`src/rtl/ysyx_23060203_ifu_pkg.sv`:
```
// Shared definitions for the instruction fetch unit: opcode constants, FSM state
// encoding, performance event IDs and the B-type immediate decoder.
package ysyx_23060203_ifu_pkg;

  localparam logic [4:0] OP_OP_IMM = 5'b00100;
  localparam logic [4:0] OP_BRANCH = 5'b11000;
  localparam logic [4:0] OP_JALR   = 5'b11001;
  localparam logic [4:0] OP_JAL    = 5'b11011;

  typedef enum logic [1:0] {
    ST_REQ  = 2'd0,
    ST_WAIT = 2'd1,
    ST_HOLD = 2'd2
  } ifu_state_e;

  localparam int PERF_IFU_FETCH = 0;
  localparam int PERF_IFU_WAIT  = 1;
  localparam int PERF_IFU_DROP  = 2;

  function automatic logic [31:0] imm_b(input logic [31:0] inst);
    return {{19{inst[31]}}, inst[31], inst[7], inst[30:25], inst[11:8], 1'b0};
  endfunction

endpackage

```
`src/rtl/ysyx_23060203_ifu_bpu.sv`:
```
// Static branch predictor: backward conditional branches are taken, everything
// else (including JAL/JALR) falls through to pc+4.
module ysyx_23060203_BPU
  import ysyx_23060203_ifu_pkg::*;
(
  input  logic [31:0] pc,
  input  logic [31:0] inst,
  output logic [31:0] npc
);

  logic taken;

  assign taken = (inst[6:2] == OP_BRANCH) && inst[31];
  assign npc   = taken ? (pc + imm_b(inst)) : (pc + 32'd4);

endmodule

```
`src/rtl/ysyx_23060203_ifu.sv`:
```
// Instruction fetch unit: owns the PC, issues one AR/R read at a time and hands
// the word to the decoder. Define YSYX_23060203_IFU_PERF_EN to compile in perf_event hooks.
module ysyx_23060203_ifu
  import ysyx_23060203_ifu_pkg::*;
#(
  parameter logic [31:0] RESET_PC = 32'h3000_0000
) (
  input  logic        clock,
  input  logic        reset,
  input  logic        flush,
  input  logic [31:0] flush_dnpc,
  input  logic        jump_flush,
  input  logic [31:0] jump_dnpc,
  output logic [31:0] mem_araddr,
  output logic        mem_arvalid,
  input  logic        mem_arready,
  input  logic [31:0] mem_rdata,
  input  logic        mem_rvalid,
  output logic        mem_rready,
  output logic        out_valid,
  input  logic        out_ready,
  output logic [31:0] out_pc,
  output logic [31:0] out_inst
);

`ifdef YSYX_23060203_IFU_PERF_EN
  int unsigned perf_cnt [3];

  initial begin
    for (int i = 0; i < 3; i++) perf_cnt[i] = 0;
  end

  function automatic void perf_event(input int id);
    perf_cnt[id] = perf_cnt[id] + 1;
  endfunction
`endif

  // Handshakes: a transfer happens on a rising edge where valid & ready are both 1;
  // a source never withdraws valid or changes payload once valid is up, except
  // mem_araddr, which may follow a redirect while mem_arready is low.
  ifu_state_e  state, state_n;
  logic [31:0] pc, pc_n;
  logic [31:0] npc, npc_n;
  logic [31:0] inst, inst_n;
  logic [31:0] redir_pc, redir_pc_n;
  logic        drop, drop_n;
  logic        redir;
  logic [31:0] target;
  logic [31:0] pred_npc;

  assign redir      = flush | jump_flush;
  assign target     = flush ? flush_dnpc : jump_dnpc;
  assign mem_araddr = pc;
  assign out_pc     = pc;
  assign out_inst   = inst;

  ysyx_23060203_BPU u_bpu (
    .pc   (pc),
    .inst (mem_rdata),
    .npc  (pred_npc)
  );

  always_comb begin
    state_n     = state;
    pc_n        = pc;
    npc_n       = npc;
    inst_n      = inst;
    redir_pc_n  = redir_pc;
    drop_n      = drop;
    mem_arvalid = 1'b0;
    mem_rready  = 1'b0;
    out_valid   = 1'b0;
    case (state)
      ST_REQ: begin
        mem_arvalid = 1'b1;
        if (mem_arready) begin
          state_n = ST_WAIT;
          // Request already left with the old PC: remember to discard its data.
          if (redir) begin
            drop_n     = 1'b1;
            redir_pc_n = target;
          end
        end else if (redir) begin
          pc_n = target;
        end
      end
      ST_WAIT: begin
        mem_rready = 1'b1;
        if (mem_rvalid) begin
          state_n = ST_REQ;
          drop_n  = 1'b0;
          if (redir) begin
            pc_n = target;
          end else if (drop) begin
            pc_n = redir_pc;
          end else begin
            inst_n  = mem_rdata;
            npc_n   = pred_npc;
            state_n = ST_HOLD;
          end
        end else if (redir) begin
          drop_n     = 1'b1;
          redir_pc_n = target;
        end
      end
      ST_HOLD: begin
        out_valid = 1'b1;
        if (redir) begin
          pc_n    = target;
          state_n = ST_REQ;
        end else if (out_ready) begin
          pc_n    = npc;
          state_n = ST_REQ;
        end
      end
      default: state_n = ST_REQ;
    endcase
    if (reset) begin
      mem_arvalid = 1'b0;
      mem_rready  = 1'b0;
      out_valid   = 1'b0;
    end
  end

  always_ff @(posedge clock) begin
    if (reset) begin
      state    <= ST_REQ;
      pc       <= RESET_PC;
      npc      <= 32'd0;
      inst     <= 32'd0;
      redir_pc <= 32'd0;
      drop     <= 1'b0;
    end else begin
      state    <= state_n;
      pc       <= pc_n;
      npc      <= npc_n;
      inst     <= inst_n;
      redir_pc <= redir_pc_n;
      drop     <= drop_n;
    end
  end

`ifdef YSYX_23060203_IFU_PERF_EN
  always @(posedge clock) begin
    if (!reset) begin
      if (state != ST_HOLD) perf_event(PERF_IFU_WAIT);
      if (state == ST_WAIT && mem_rvalid) begin
        if (drop || redir) perf_event(PERF_IFU_DROP);
        else               perf_event(PERF_IFU_FETCH);
      end
    end
  end
`endif

endmodule

```
`config.mk`:
```
export PLATFORM = sky130hd
export DESIGN_NAME = ysyx_23060203_ifu
export DESIGN_NICKNAME = d
export VERILOG_FILES = /design/src/rtl/ysyx_23060203_ifu_pkg.sv /design/src/rtl/ysyx_23060203_ifu_bpu.sv /design/src/rtl/ysyx_23060203_ifu.sv
export SDC_FILE = /design/constraint.sdc
export NUM_CORES = 1
export LEC_CHECK = 0
export ABC_AREA = 1
export CAP_MARGIN = 20
export CORE_AREA = 5 5 131 146
export CTS_CLUSTER_DIAMETER = 200
export DETAILED_ROUTE_END_ITERATION = 8
export DIE_AREA = 0 0 136 151
export PLACE_DENSITY = 0.91
export SETUP_SLACK_MARGIN = 0.3
export SYNTH_ARGS = -nofsm -noshare
export SYNTH_HDL_FRONTEND = slang
export SYNTH_SLANG_ARGS = --single-unit
```
`constraint.sdc`:
```
create_clock -name clock -period 5.6 [get_ports clock]
set_clock_uncertainty 0.2 [all_clocks]
set_input_delay 0.84 -clock clock [delete_from_list [all_inputs] [get_ports clock]]
set_output_delay 0.84 -clock clock [all_outputs]
set_load 0.02 [all_outputs]
```
== After elaboration in Yosys (flattened, before gate mapping) ==
Index checks and enable logic that the tools add are counted.
Widths: inputs -> output; s select.

* Bits in registers: 131
* Word-level logic and storage cells: 61
* Input port bits: 103

* Equal/unequal tests: 10
* Bitwise gates (word level): 3
* Multiplexer cells: 31
* Reductions and logical operators: 9
* $add $sub $neg: 2

{| class="wikitable"
|+ Operators with widths
! cell !! count
|-
| $mux 32 || 12
|-
| $pmux 32 s3 || 1
|-
| $pmux 32 s2 || 1
|-
| $add 32x3->32 const B || 1
|-
| $add 32x32->32 || 1
|-
| $mux 2 || 6
|-
| $ne 2x2->1 const B || 5
|-
| $mux 1 || 9
|-
| $ne 3x3->1 const B || 2
|-
| $pmux 2 s3 || 1
|-
| $reduce_and 3->1 || 2
|-
| $reduce_and 6->1 || 1
|-
| $eq 5x5->1 const B || 1
|-
| $reduce_and 4->1 || 1
|-
| $reduce_bool 3->1 || 1
|-
| $eq 2x1->1 const B || 1
|-
| $eq 2x2->1 const B || 1
|-
| $logic_not 2->1 || 1
|-
| $not 1->1 || 2
|-
| $pmux 1 s2 || 1
|-
| $reduce_and 2->1 || 1
|-
| $reduce_bool 2->1 || 1
|-
| $logic_and 1x1->1 || 1
|-
| $or 1x1->1 || 1
|}

== Depth between registers and ports, before layout ==
Gate-level depths: netlist of run 1.

* Word-level depth: 4
* Mapped depth: 13

== Cells and area by module ==
A second synthesis of run 1 with hierarchy kept.

* Cells, all modules: 1757
* Area total of the unflattened synthesis: 10117.2 µm²

{| class="wikitable"
|+ By module, submodules not included
! module !! cells each !! area each (µm²) !! seq. area each (µm²) !! times used
|-
| ysyx_23060203_ifu || 1078 || 6837.8 || 2622.5 || 1
|-
| ysyx_23060203_BPU || 679 || 3279.4 || 0.0 || 1
|}

== Least setup slack after synthesis of run 1 ==
Ideal clock, no wire load.

* Path type: input to output
* From: in reset
* To: out mem_arvalid
* Buffers on the path: 2
* Arrival time: 1562 ps
* Required time: 4560 ps
* Stages on the path: 3
* Slack: 2998 ps
* Cells stage by stage: clkbuf_1 > buf_1 > nor2_1

* Cells in the longest elaborated chain, start to end: 1

{| class="wikitable"
|+ RTL lines
! element !! line !! RTL
|-
| from (decl) || ysyx_23060203_ifu.sv:9 || <nowiki>input logic reset,</nowiki>
|-
| $mux 1 || ysyx_23060203_ifu.sv:118 || <nowiki>if (reset) begin</nowiki>
|-
| to (decl) || ysyx_23060203_ifu.sv:15 || <nowiki>output logic mem_arvalid,</nowiki>
|}

Every way passes these cells.

== Final worst setup path of run 1 ==
* From: in flush
* To: reg pc[9], in the netlist mem_araddr[9]

* Cells in the longest elaborated chain, start to end: 4

{| class="wikitable"
|+ RTL lines
! element !! line !! RTL
|-
| from (decl) || ysyx_23060203_ifu.sv:10 || <nowiki>input logic flush,</nowiki>
|-
| $mux 32 or $or 1x1->1 (tied branches) || ysyx_23060203_ifu.sv:52, ysyx_23060203_ifu.sv:51 ||
|-
| $mux 32 (on tied branches) || ysyx_23060203_ifu.sv:92, ysyx_23060203_ifu.sv:83 ||
|-
| $mux 32 (on tied branches) || ysyx_23060203_ifu.sv:89, ysyx_23060203_ifu.sv:76 ||
|-
| $pmux 32 s3 || ysyx_23060203_ifu.sv:73 || <nowiki>case (state)</nowiki>
|-
| to (signal assigned) || ysyx_23060203_ifu.sv:135 || <nowiki>pc <= pc_n;</nowiki>
|-
| to (decl) || ysyx_23060203_ifu.sv:42 || <nowiki>logic [31:0] pc, pc_n;</nowiki>
|}

Several ways; a longest one is shown, not always the timed one. The select of a mux whose other input is x is not followed.
A chain may end at the register's enable or synchronous reset.

==> flow_summary.toml, run 1 <==
[outcome]
status = "complete, no violations"

[routing]
route.detailed.wl_per_inst_um = 16.31
num_vias = 11354
route.detailed.drc = 0
antenna_violating_nets_post_route = 0
drt_first_pass_iters = 6
postRouteWirelength_mm = 32.94
route.detailed.vias_per_inst = 5.624
dr.first_iter.drc_count = 1304

[cts]
ctsRootBufferMaster = "sky130_fd_sc_hd__clkbuf_16"
post_cts_hold_buffer_count = 0
clk-insertion-delay-late_ns = 0.43
post_cts_buffers = 0
tritoncts = "yes"
cts-buffers-inserted = 17
cts.repair.resized = 0
cts.htree.levels = 4
ctsLongestPathBuffers = 2
path_clk_slew_ns = 0.06
cts.sink_count = 131

[finish]
layout.cells.non_filler = 2019
sequential_cell_area_um2 = 2623
filler_cell_count = 1437
fin_area_um2 = 12150
multi_input_area_um2 = 5832
layout.cells.most_common = "sky130_fd_sc_hd__nand2_1"
final_cell_mix = "sky130_fd_sc_hd__nand2_1 (549), sky130_fd_sc_hd__clkdlybuf4s50_1 (201), sky130_fd_sc_hd__inv_1 (179)"
fin_nets = 1907
syn_to_layout_area_delta_pct = 24.04
insertedDiodeCount = 0
layout_cell_share_with_drive_strength_beyond_1_pct = 4.211

[place]
post-place-cells = 1987
portBuffers = 201
gpl.final_weighted_congestion = 0.9848
detailed_place_hpwl_mm = 23.75
dpl-instance-area_um2 = 11520

[synthesis]
syn_avg_cell_area_um2 = 5.930
synth_top_cells_by_area = "sky130_fd_sc_hd__dfxtp_1 (27%), sky130_fd_sc_hd__nand2_1 (21%), sky130_fd_sc_hd__inv_1 (6.9%)"
synth_sequential_area_ratio_pct = 26.77
synth.ff_latch_count = 131
synth_enable_flop_cells = 0
synthCells = 1652
synth_top_cell_area_share_pct = 26.77
ys_types = 40
post_synth_instance_area_um2 = 9796
yosys_warnings = 0
synth-async-reset-ratio_pct = 0
synth_net_count = 1790
synth_top_area_cell = "sky130_fd_sc_hd__dfxtp_1"
synth_flop_type = "sky130_fd_sc_hd__dfxtp_1"

[power_and_ir_drop]
seq_power_share_pct = 32.4
power.clock.fraction_pct = 31.5
power_switching_share_pct = 38.33
p_comb_share_pct = 36.2
power.net_switching_mw = 1.417
power.static_leakage_nw = 5.449
areal_power_density_over_the_cells_nw_per_um2 = 304.2
internal_power_mw = 2.279
vdd_ir_drop_max_uv = 232.2

[die]
initial_utilization_pct = 56.23
io-pin-count = 202
std_cell_rows = 51
die_width_um = 136
dieHeight_um = 151
design.die.area_um2 = 20540
coreArea_um2 = 17420

[timing]
period_needed_ns = 3.634
setup_viol = 0
setup_tns_ns = 0
worst_pin_slew_ns = 1.118
hold_violations = 0
setup_repair_after_global_routing_missed_its_margin = "false"
achievable-frequency_ghz = 0.2752
final.period_utilization_pct = 64.89
report.final.slew_viol_count = 0
timing.max_slew.rel_slack_pct = 25.39

[worst_setup_path]
timing.critical_path.to_type = "flop"
destination_of_the_worst_register_to_register_timing_path = "mem_araddr[9]$_SDFFE_PP0P_"
reg2reg_slack_ns = 2.21
worstPathArrival_ns = 3.79
crit_required_ns = 5.75
worst-setup-path-type = "in -> reg"
reg2regPathDepth = 9
timing.rr.start = "state[0]$_SDFFE_PP0P_"
startpoint_type = "input pin"
crit_path_max_fanout = 67

[hold_path]
hold-path-endpoint = "redir_pc[6]$_SDFFE_PP0P_"
timing.hold.worst.start = "redir_pc[6]$_SDFFE_PP0P_"
min_path_cells = 2
holdCritPathClass = "reg -> reg"

[run]
max_cap_violations = 0

[global_route]
first_global_vias = 10594
maximum_number_of_pins_on_one_net_before_global_route_repair = 82
grt_usage_pct = 31.40
globalRouteOverflowTotal = 0
number_of_antenna_violations_at_the_first_check_in_global_routing = 0
grt_first_pass_wirelength_mm = 51.93
==> power by group through the flow <==
stage | combinational (mW) | clock (mW) | sequential (mW)
2_1_floorplan | 0.881 | 0 | 1.19
3_3_place_gp | 1.26 | 0 | 1.20
3_5_place_dp | 1.30 | 0 | 1.20
4_1_cts | 1.31 | 1.16 | 1.19
5_1_grt | 1.47 | 1.20 | 1.20
6_report | 1.34 | 1.16 | 1.20
==> registers in the layout, summed over array words and instances, names as in the netlist <==
register    count
drop            1
mem_araddr     32
npc            32
out_inst       32
redir_pc       32
state           2
==> cells by family after synthesis <==
kind of cell / synth area share [%]
buf+inv: 13.74
fa+ha+maj: 4.547
compound gates: 19.80
simple gates: 33.53
flops: 26.77
xor+xnor: 1.609
==> per-stage QoR <==
stage	hold slack (ns)	worst slack, ns	total power [mW]	utilization (%)
2_1_floorplan	0.2299	2.998	2.071	-
3_3_place_gp	0.2462	1.615	2.464	66.14
3_5_place_dp	0.2526	1.588	2.505	66.14
4_1_cts	0.2643	2.028	3.656	69.63
5_1_grt	0.2867	1.746	3.873	69.75
6_report	0.2655	1.966	3.696	69.75
==> Yosys cell counts (2+ instances only) <==
cell and number:
sky130_fd_sc_hd__buf_6 5, sky130_fd_sc_hd__o21ai_2 10, sky130_fd_sc_hd__inv_2 8, sky130_fd_sc_hd__o21ai_0 78
sky130_fd_sc_hd__buf_1 8, sky130_fd_sc_hd__o211ai_1 7, sky130_fd_sc_hd__nand2_1 550, sky130_fd_sc_hd__nor2_1 172
sky130_fd_sc_hd__o21ai_1 46, sky130_fd_sc_hd__o22ai_1 28, sky130_fd_sc_hd__inv_1 180, sky130_fd_sc_hd__o221ai_1 2
sky130_fd_sc_hd__xnor2_1 3, sky130_fd_sc_hd__a21oi_1 131, sky130_fd_sc_hd__buf_2 24, sky130_fd_sc_hd__dfxtp_1 131
sky130_fd_sc_hd__nand3b_1 7, sky130_fd_sc_hd__ha_1 34, sky130_fd_sc_hd__xor2_1 15, sky130_fd_sc_hd__buf_4 40
sky130_fd_sc_hd__clkbuf_2 3, sky130_fd_sc_hd__nand3_1 60, sky130_fd_sc_hd__nor2_4 3, sky130_fd_sc_hd__or2_2 4
sky130_fd_sc_hd__o21bai_1 4, sky130_fd_sc_hd__a211oi_1 32, sky130_fd_sc_hd__nor2_2 3, sky130_fd_sc_hd__a31oi_1 7
sky130_fd_sc_hd__nor3_1 17, sky130_fd_sc_hd__clkbuf_1 30
==> worst max-delay path by stage <==
stage                                              to          start  slack (ns)
after global placement           npc[13]$_SDFFE_PP0P_  mem_rdata[31]        1.62
after floorplan                           mem_arvalid          reset        3.00
final                      mem_araddr[9]$_SDFFE_PP0P_          flush        1.97
after CTS                        npc[13]$_SDFFE_PP0P_  mem_rdata[31]        2.03
after global routing      mem_araddr[29]$_SDFFE_PP1P_          flush        1.75
after detailed placement         npc[13]$_SDFFE_PP0P_  mem_rdata[31]        1.59
==> area by class of cell <==
class | count | share of cell area [%]
Clock inverter | 12 | 1.287
Multi-Input combinational cell | 1222 | 48.00
Sequential cell | 131 | 21.58
Clock buffer | 19 | 3.728
Inverter | 189 | 5.859
Timing Repair Buffer | 208 | 17.09
Tap cell | 238 | 2.451
==> metal layers <==
metal	part of all wire (%)	global-route usage, %
met4	3.1	11.29
met1	39	39.59
met3	11	6.711
met2	47	52.95
met5	0	0
==> worst max-delay path, cell delays in order <==
cell and delay, ns:
sky130_fd_sc_hd__clkdlybuf4s50_1 0.46, sky130_fd_sc_hd__buf_4 0.35, sky130_fd_sc_hd__nor2_8 0.17, sky130_fd_sc_hd__inv_4 0.55, sky130_fd_sc_hd__nor2_4 0.05, sky130_fd_sc_hd__nand2_1 0.10, sky130_fd_sc_hd__nand3_1 0.09, sky130_fd_sc_hd__inv_2 0.67
sky130_fd_sc_hd__o21ai_0 0.25, sky130_fd_sc_hd__a21oi_1 0.18
(Power assumes the default switching activity.)
==> run 2, diff against run 1 <==
--- a/config.mk
+++ b/config.mk
@@ -7,11 +7,11 @@
 export LEC_CHECK = 0
 export ABC_AREA = 1
 export CAP_MARGIN = 20
-export CORE_AREA = 5 5 131 146
+export CORE_AREA = 5 5 143 158
 export CTS_CLUSTER_DIAMETER = 200
 export DETAILED_ROUTE_END_ITERATION = 8
-export DIE_AREA = 0 0 136 151
-export PLACE_DENSITY = 0.91
+export DIE_AREA = 0 0 148 163
+export PLACE_DENSITY = 0.82
 export SETUP_SLACK_MARGIN = 0.3
 export SYNTH_ARGS = -nofsm -noshare
 export SYNTH_HDL_FRONTEND = slang
==> constraint.sdc (replaced) <==
create_clock -name clock -period 2.93 [get_ports clock]
set_clock_uncertainty 0.2 [all_clocks]
set_input_delay 0.4395 -clock clock [delete_from_list [all_inputs] [get_ports clock]]
set_output_delay 0.4395 -clock clock [all_outputs]
set_load 0.02 [all_outputs]
==> flow_summary.toml, run 2 (synthesis results as in run 1) <==
[worst_setup_path]
critical_path.most_common_cell = "sky130_fd_sc_hd__inv_1"
worst-setup-path-type = "reg -> out"
crit_required_ns = 2.29
reg2reg_slack_ns = 0.50
critical_path.cell_chain = "inv_1 -> ha_1 -> inv_1 -> nor2_1 -> clkdlybuf4s50_1"
startpoint_type = "flop"
slowest_delay_ns = 0.62
destination_of_the_worst_register_to_register_timing_path = "npc[30]$_SDFFE_PP0P_"
timing.rr.start = "mem_araddr[3]$_SDFFE_PP0P_"
reg2regPathDepth = 11
crit_slowest_cell = "sky130_fd_sc_hd__clkdlybuf4s50_1"
crit_path_max_fanout = 3
worstPathArrival_ns = 1.86
timing.critical_path.to_type = "output port"

[hold_path]
holdCritPathClass = "reg -> reg"
min_path_cells = 2
timing.hold.worst.start = "redir_pc[14]$_SDFFE_PP0P_"
hold-path-endpoint = "redir_pc[14]$_SDFFE_PP0P_"

[routing]
drt_first_pass_iters = 6
route.detailed.drc = 0
route.detailed.wl_per_inst_um = 16.87
num_vias = 11406
route.detailed.vias_per_inst = 5.463
dr.first_iter.drc_count = 1348
postRouteWirelength_mm = 35.23
antenna_violating_nets_post_route = 0

[finish]
filler_cell_count = 1935
syn_to_layout_area_delta_pct = 28.55
layout.cells.most_common = "sky130_fd_sc_hd__nand2_1"
insertedDiodeCount = 0
fin_nets = 1952
layout_cell_share_with_drive_strength_beyond_1_pct = 6.732
final_cell_mix = "sky130_fd_sc_hd__nand2_1 (549), sky130_fd_sc_hd__clkdlybuf4s50_1 (200), sky130_fd_sc_hd__inv_1 (179)"

[timing]
setup_repair_after_global_routing_missed_its_margin = "false"
worst_pin_slew_ns = 1.018
final.period_utilization_pct = 85.34
period_needed_ns = 2.500
report.final.slew_viol_count = 0
hold_violations = 0
setup_viol = 0
setup_tns_ns = 0
achievable-frequency_ghz = 0.3999
timing.max_slew.rel_slack_pct = 32.03

[power_and_ir_drop]
seq_power_share_pct = 29.6
totalPowerFinal_mw = 7.279
internal_power_mw = 4.417
vdd_ir_drop_max_uv = 427.2
power_switching_share_pct = 39.33
power.clock.fraction_pct = 30.4
power.net_switching_mw = 2.863
p_comb_share_pct = 40.0
areal_power_density_over_the_cells_nw_per_um2 = 578.1
power.static_leakage_nw = 5.714

[cts]
path_clk_slew_ns = 0.07
ctsRootBufferMaster = "sky130_fd_sc_hd__clkbuf_16"
ctsLongestPathBuffers = 2
cts-buffers-inserted = 17
cts.htree.levels = 4
clk-insertion-delay-late_ns = 0.43
tritoncts = "yes"
cts.sink_count = 131

[place]
portBuffers = 201
detailed_place_hpwl_mm = 26.44
gpl.final_weighted_congestion = 1.027

[outcome]
status = "complete, no violations"

[global_route]
maximum_number_of_pins_on_one_net_before_global_route_repair = 75
grt_usage_pct = 28.71
grt_first_pass_wirelength_mm = 55.83
globalRouteOverflowTotal = 0
number_of_antenna_violations_at_the_first_check_in_global_routing = 0
first_global_vias = 10638

[die]
io-pin-count = 202
std_cell_rows = 56
initial_utilization_pct = 46.76
die_width_um = 148
design.die.area_um2 = 24120
coreArea_um2 = 20950
dieHeight_um = 163

[run]
max_cap_violations = 0
run 2: power by group through the flow:
| stage | Clock, mW | Combinational [mW] | Sequential (mW) |
|---|---|---|---|
| after floorplan | 0 | 1.68 | 2.27 |
| after global placement | 0 | 2.79 | 2.17 |
| after detailed placement | 0 | 2.85 | 2.17 |
| after CTS | 2.22 | 2.87 | 2.14 |
| after global routing | 2.30 | 3.18 | 2.16 |
| final | 2.22 | 2.91 | 2.15 |
run 2: how the worst max path moves through the flow:
stage	startpoint	endpoint	slack (ns)	depth (start not counted)
final	state[0]$_SDFFE_PP0P_	out_valid	0.43	5
after global routing	mem_rdata[8]	npc[23]$_SDFFE_PP0P_	0.31	14
after CTS	state[1]$_SDFFE_PP0P_	mem_rready	0.32	5
after detailed placement	flush	npc[30]$_SDFFE_PP0P_	0.03	9
after global placement	mem_rdata[8]	npc[23]$_SDFFE_PP0P_	0.08	14
after floorplan	mem_araddr[2]$_SDFFE_PP0P_	npc[17]$_SDFFE_PP0P_	0.68	12
run 2: routing by layer:
metal,track usage [%],share of wire [%],up-vias
li1,-,-,5591
met1,37.73,41,5146
met2,46.02,46,569
met3,6.540,9.9,100
met4,10.92,3.4,0
met5,0,0,-
run 2: repair_timing:
item | CTS | global route
hold buffers | 0 | 0
pin swaps | 0 | 0
setup buffers | 0 | 0
setup endpoints to repair | 1 | 8
resized for setup | 1 | 2
run 2: metrics by stage:
stage | instance area, µm² | worst slack [ns] | util (%) | hold WS (ns) | std cells
2_1_floorplan | 9796 | 0.6818 | - | 0.2299 | 1652
3_3_place_gp | 11980 | 0.07792 | 57.20 | 0.2462 | 2056
3_5_place_dp | 11980 | 0.02995 | 57.20 | 0.2525 | 2056
4_1_cts | 12590 | 0.3214 | 60.09 | 0.2648 | 2088
5_1_grt | 12590 | 0.3148 | 60.11 | 0.2791 | 2088
6_report | 12590 | 0.4296 | 60.11 | 0.2620 | 2088
run 2: layout make-up:
cell class                      instances  area, µm²  area share, %
Sequential cell                       131       2624          20.84
Multi-Input combinational cell       1222       5834          46.33
Tap cell                              261      326.6          2.593
Clock inverter                         14      163.9          1.302
Inverter                              189      711.9          5.654
Clock buffer                           18      439.2          3.488
Timing Repair Buffer                  253       2492          19.79
run 2: worst max-delay path: cells and delay by family, from the launching register on:
family	cells	cell delay, ns
adders and majority gates	1	0.21
and+or+nand+nor	1	0.10
buffers and inverters	3	0.80
DFF	1	0.32
==> run 3, diff against run 2 <==
--- a/config.mk
+++ b/config.mk
@@ -11,6 +11,7 @@
 export CTS_CLUSTER_DIAMETER = 200
 export DETAILED_ROUTE_END_ITERATION = 8
 export DIE_AREA = 0 0 148 163
+export GPL_TIMING_DRIVEN = 0
 export PLACE_DENSITY = 0.82
 export SETUP_SLACK_MARGIN = 0.3
 export SYNTH_ARGS = -nofsm -noshare
==> flow_summary.toml, run 3 (synthesis results as in run 1) <==
[die]
dieHeight_um = 163
design.die.area_um2 = 24120
initial_utilization_pct = 46.76
io-pin-count = 202
die_width_um = 148
coreArea_um2 = 20950
std_cell_rows = 56

[global_route]
globalRouteOverflowTotal = 0
first_global_vias = 11078
grt_first_pass_wirelength_mm = 57.17
number_of_antenna_violations_at_the_first_check_in_global_routing = 0
grt_usage_pct = 29.69
maximum_number_of_pins_on_one_net_before_global_route_repair = 22

[worst_setup_path]
crit_path_max_fanout = 10
timing.critical_path.to_type = "output port"
worst-setup-path-type = "reg -> out"
crit_required_ns = 2.29
critical_path.most_common_cell = "sky130_fd_sc_hd__inv_1"
critical_path_buf_inv_count = 4
worstPathArrival_ns = 1.88
startpoint_type = "flop"
crit_slowest_cell = "sky130_fd_sc_hd__dfxtp_1"
worst_path_top_cell_family_by_delay = "buffers and inverters"
slowest_delay_ns = 0.33
critical_path.cell_chain = "inv_1 -> ha_1 -> inv_1 -> clkbuf_2 -> nor2_1 -> dlygate4sd2_1"

[cts]
cts-buffers-inserted = 17
ctsLongestPathBuffers = 2
clk-insertion-delay-late_ns = 0.43
cts.htree.levels = 4
ctsRootBufferMaster = "sky130_fd_sc_hd__clkbuf_16"
tritoncts = "yes"
path_clk_slew_ns = 0.06
cts.sink_count = 131

[finish]
fin_nets = 2009
syn_to_layout_area_delta_pct = 30.20
fin_area_um2 = 12750
filler_cell_count = 1973
layout_cell_share_with_drive_strength_beyond_1_pct = 8.125
layout.cells.non_filler = 2144
final_cell_mix = "sky130_fd_sc_hd__nand2_1 (548), sky130_fd_sc_hd__clkdlybuf4s50_1 (196), sky130_fd_sc_hd__inv_1 (180)"
fin_util_pct = 60.88
insertedDiodeCount = 0
layout.cells.most_common = "sky130_fd_sc_hd__nand2_1"

[routing]
num_vias = 11571
route.detailed.drc = 0
antenna_violating_nets_post_route = 0
route.detailed.wl_per_inst_um = 17.00
route.detailed.vias_per_inst = 5.397
postRouteWirelength_mm = 36.45
dr.first_iter.drc_count = 1036
drt_first_pass_iters = 6

[power_and_ir_drop]
areal_power_density_over_the_cells_nw_per_um2 = 569.9
vdd_ir_drop_max_uv = 415.3
power.static_leakage_nw = 5.821
totalPowerFinal_mw = 7.269

[outcome]
status = "complete, no violations"

[timing]
timing.max_slew.rel_slack_pct = 57.29
period_needed_ns = 2.516
setup_repair_after_global_routing_missed_its_margin = "false"
hold_violations = 0
worst_pin_slew_ns = 0.6406
final.period_utilization_pct = 85.88
achievable-frequency_ghz = 0.3974
timing.final.ws_setup_ns = 0.4136
report.final.slew_viol_count = 0
setup_viol = 0

[run]
max_cap_violations = 0

[place]
gpl.final_weighted_congestion = 1.007
pre_cts_ws_ns = -0.6889
dpl-instance-area_um2 = 12120
detailed_place_hpwl_mm = 28.80
portBuffers = 200
post-place-cells = 2113

[hold_path]
holdCritPathClass = "reg -> reg"
-- run 3: changes by cell type in the layout (fill, tap and decap cells not counted), moves of 3 or more --
| cell | delta |
|---|---|
| sky130_fd_sc_hd__clkbuf_1 | +29 |
| sky130_fd_sc_hd__buf_2 | +25 |
| sky130_fd_sc_hd__buf_1 | +7 |
| sky130_fd_sc_hd__buf_12 | -7 |
| sky130_fd_sc_hd__buf_6 | +5 |
| sky130_fd_sc_hd__clkbuf_2 | +5 |
| sky130_fd_sc_hd__dfxtp_1 | -5 |
| sky130_fd_sc_hd__dfxtp_2 | +5 |
| sky130_fd_sc_hd__buf_4 | -4 |
| sky130_fd_sc_hd__clkdlybuf4s50_1 | -4 |
| sky130_fd_sc_hd__inv_6 | -4 |
| sky130_fd_sc_hd__dlygate4sd2_1 | +3 |
-- run 3: final cells by class --
class                   count  area (µm²)  share of cell area (%)
multi-input cells        1222        5852                   45.88
clock buffers              19       442.9                   3.473
repair buffers            200        1993                   15.63
flip-flops and latches    131        2630                   20.62
well taps                 261       326.6                   2.561
inverters                 189       711.9                   5.582
clock inverters            12       156.4                   1.226
plain buffers             110       640.6                   5.023
-- run 3: worst paths after layout --
kind                                            endpoint  slack, ns                  startpoint  depth (start not counted)
worst max-delay path                           out_valid       0.41       state[0]$_SDFFE_PP0P_                          6
worst min-delay path            redir_pc[3]$_SDFFE_PP0P_       0.26    redir_pc[3]$_SDFFE_PP0P_                          2
worst max register to register      npc[31]$_SDFFE_PP0P_       0.45  mem_araddr[1]$_SDFFE_PP0P_                         12
worst min register to register  redir_pc[3]$_SDFFE_PP0P_       0.26    redir_pc[3]$_SDFFE_PP0P_                          2
-- run 3: where the power goes --
part	total, mW	internal, mW	switching (mW)
Clock	2.21	1.36	0.851
Sequential	2.29	1.98	0.309
Combinational	2.77	1.12	1.65
Total	7.27	4.46	2.81
-- run 3: timing repair --
item / in CTS / in global routing
resized for setup: 11 / 15
endpoints found under the setup margin: 31 / 11
hold buffers: 0 / 0
buffers inserted: 0 / 0
-- run 3: per-stage QoR --
step,hold WS (ns),setup TNS (ns)
2_1_floorplan,0.2299,0
3_3_place_gp,0.2465,-11.23
3_5_place_dp,0.2528,-13.00
4_1_cts,0.2639,0
5_1_grt,0.2770,0
6_report,0.2600,0
-- run 3: layer usage --
metal  global-route usage (%)  up-vias  part of all wire [%]
met1                    36.76     5219                    40
met3                    5.789      114                   8.2
met5                        0        -                     0
met4                    11.80        0                   3.8
met2                    50.78      529                    48
li1                         -     5709                     -
-- run 3: tightest hold or removal path, stage by stage (launching register included) --
cell and delay, ns:
sky130_fd_sc_hd__dfxtp_1 0.30, sky130_fd_sc_hd__inv_1 0.06, sky130_fd_sc_hd__a211oi_1 0.06
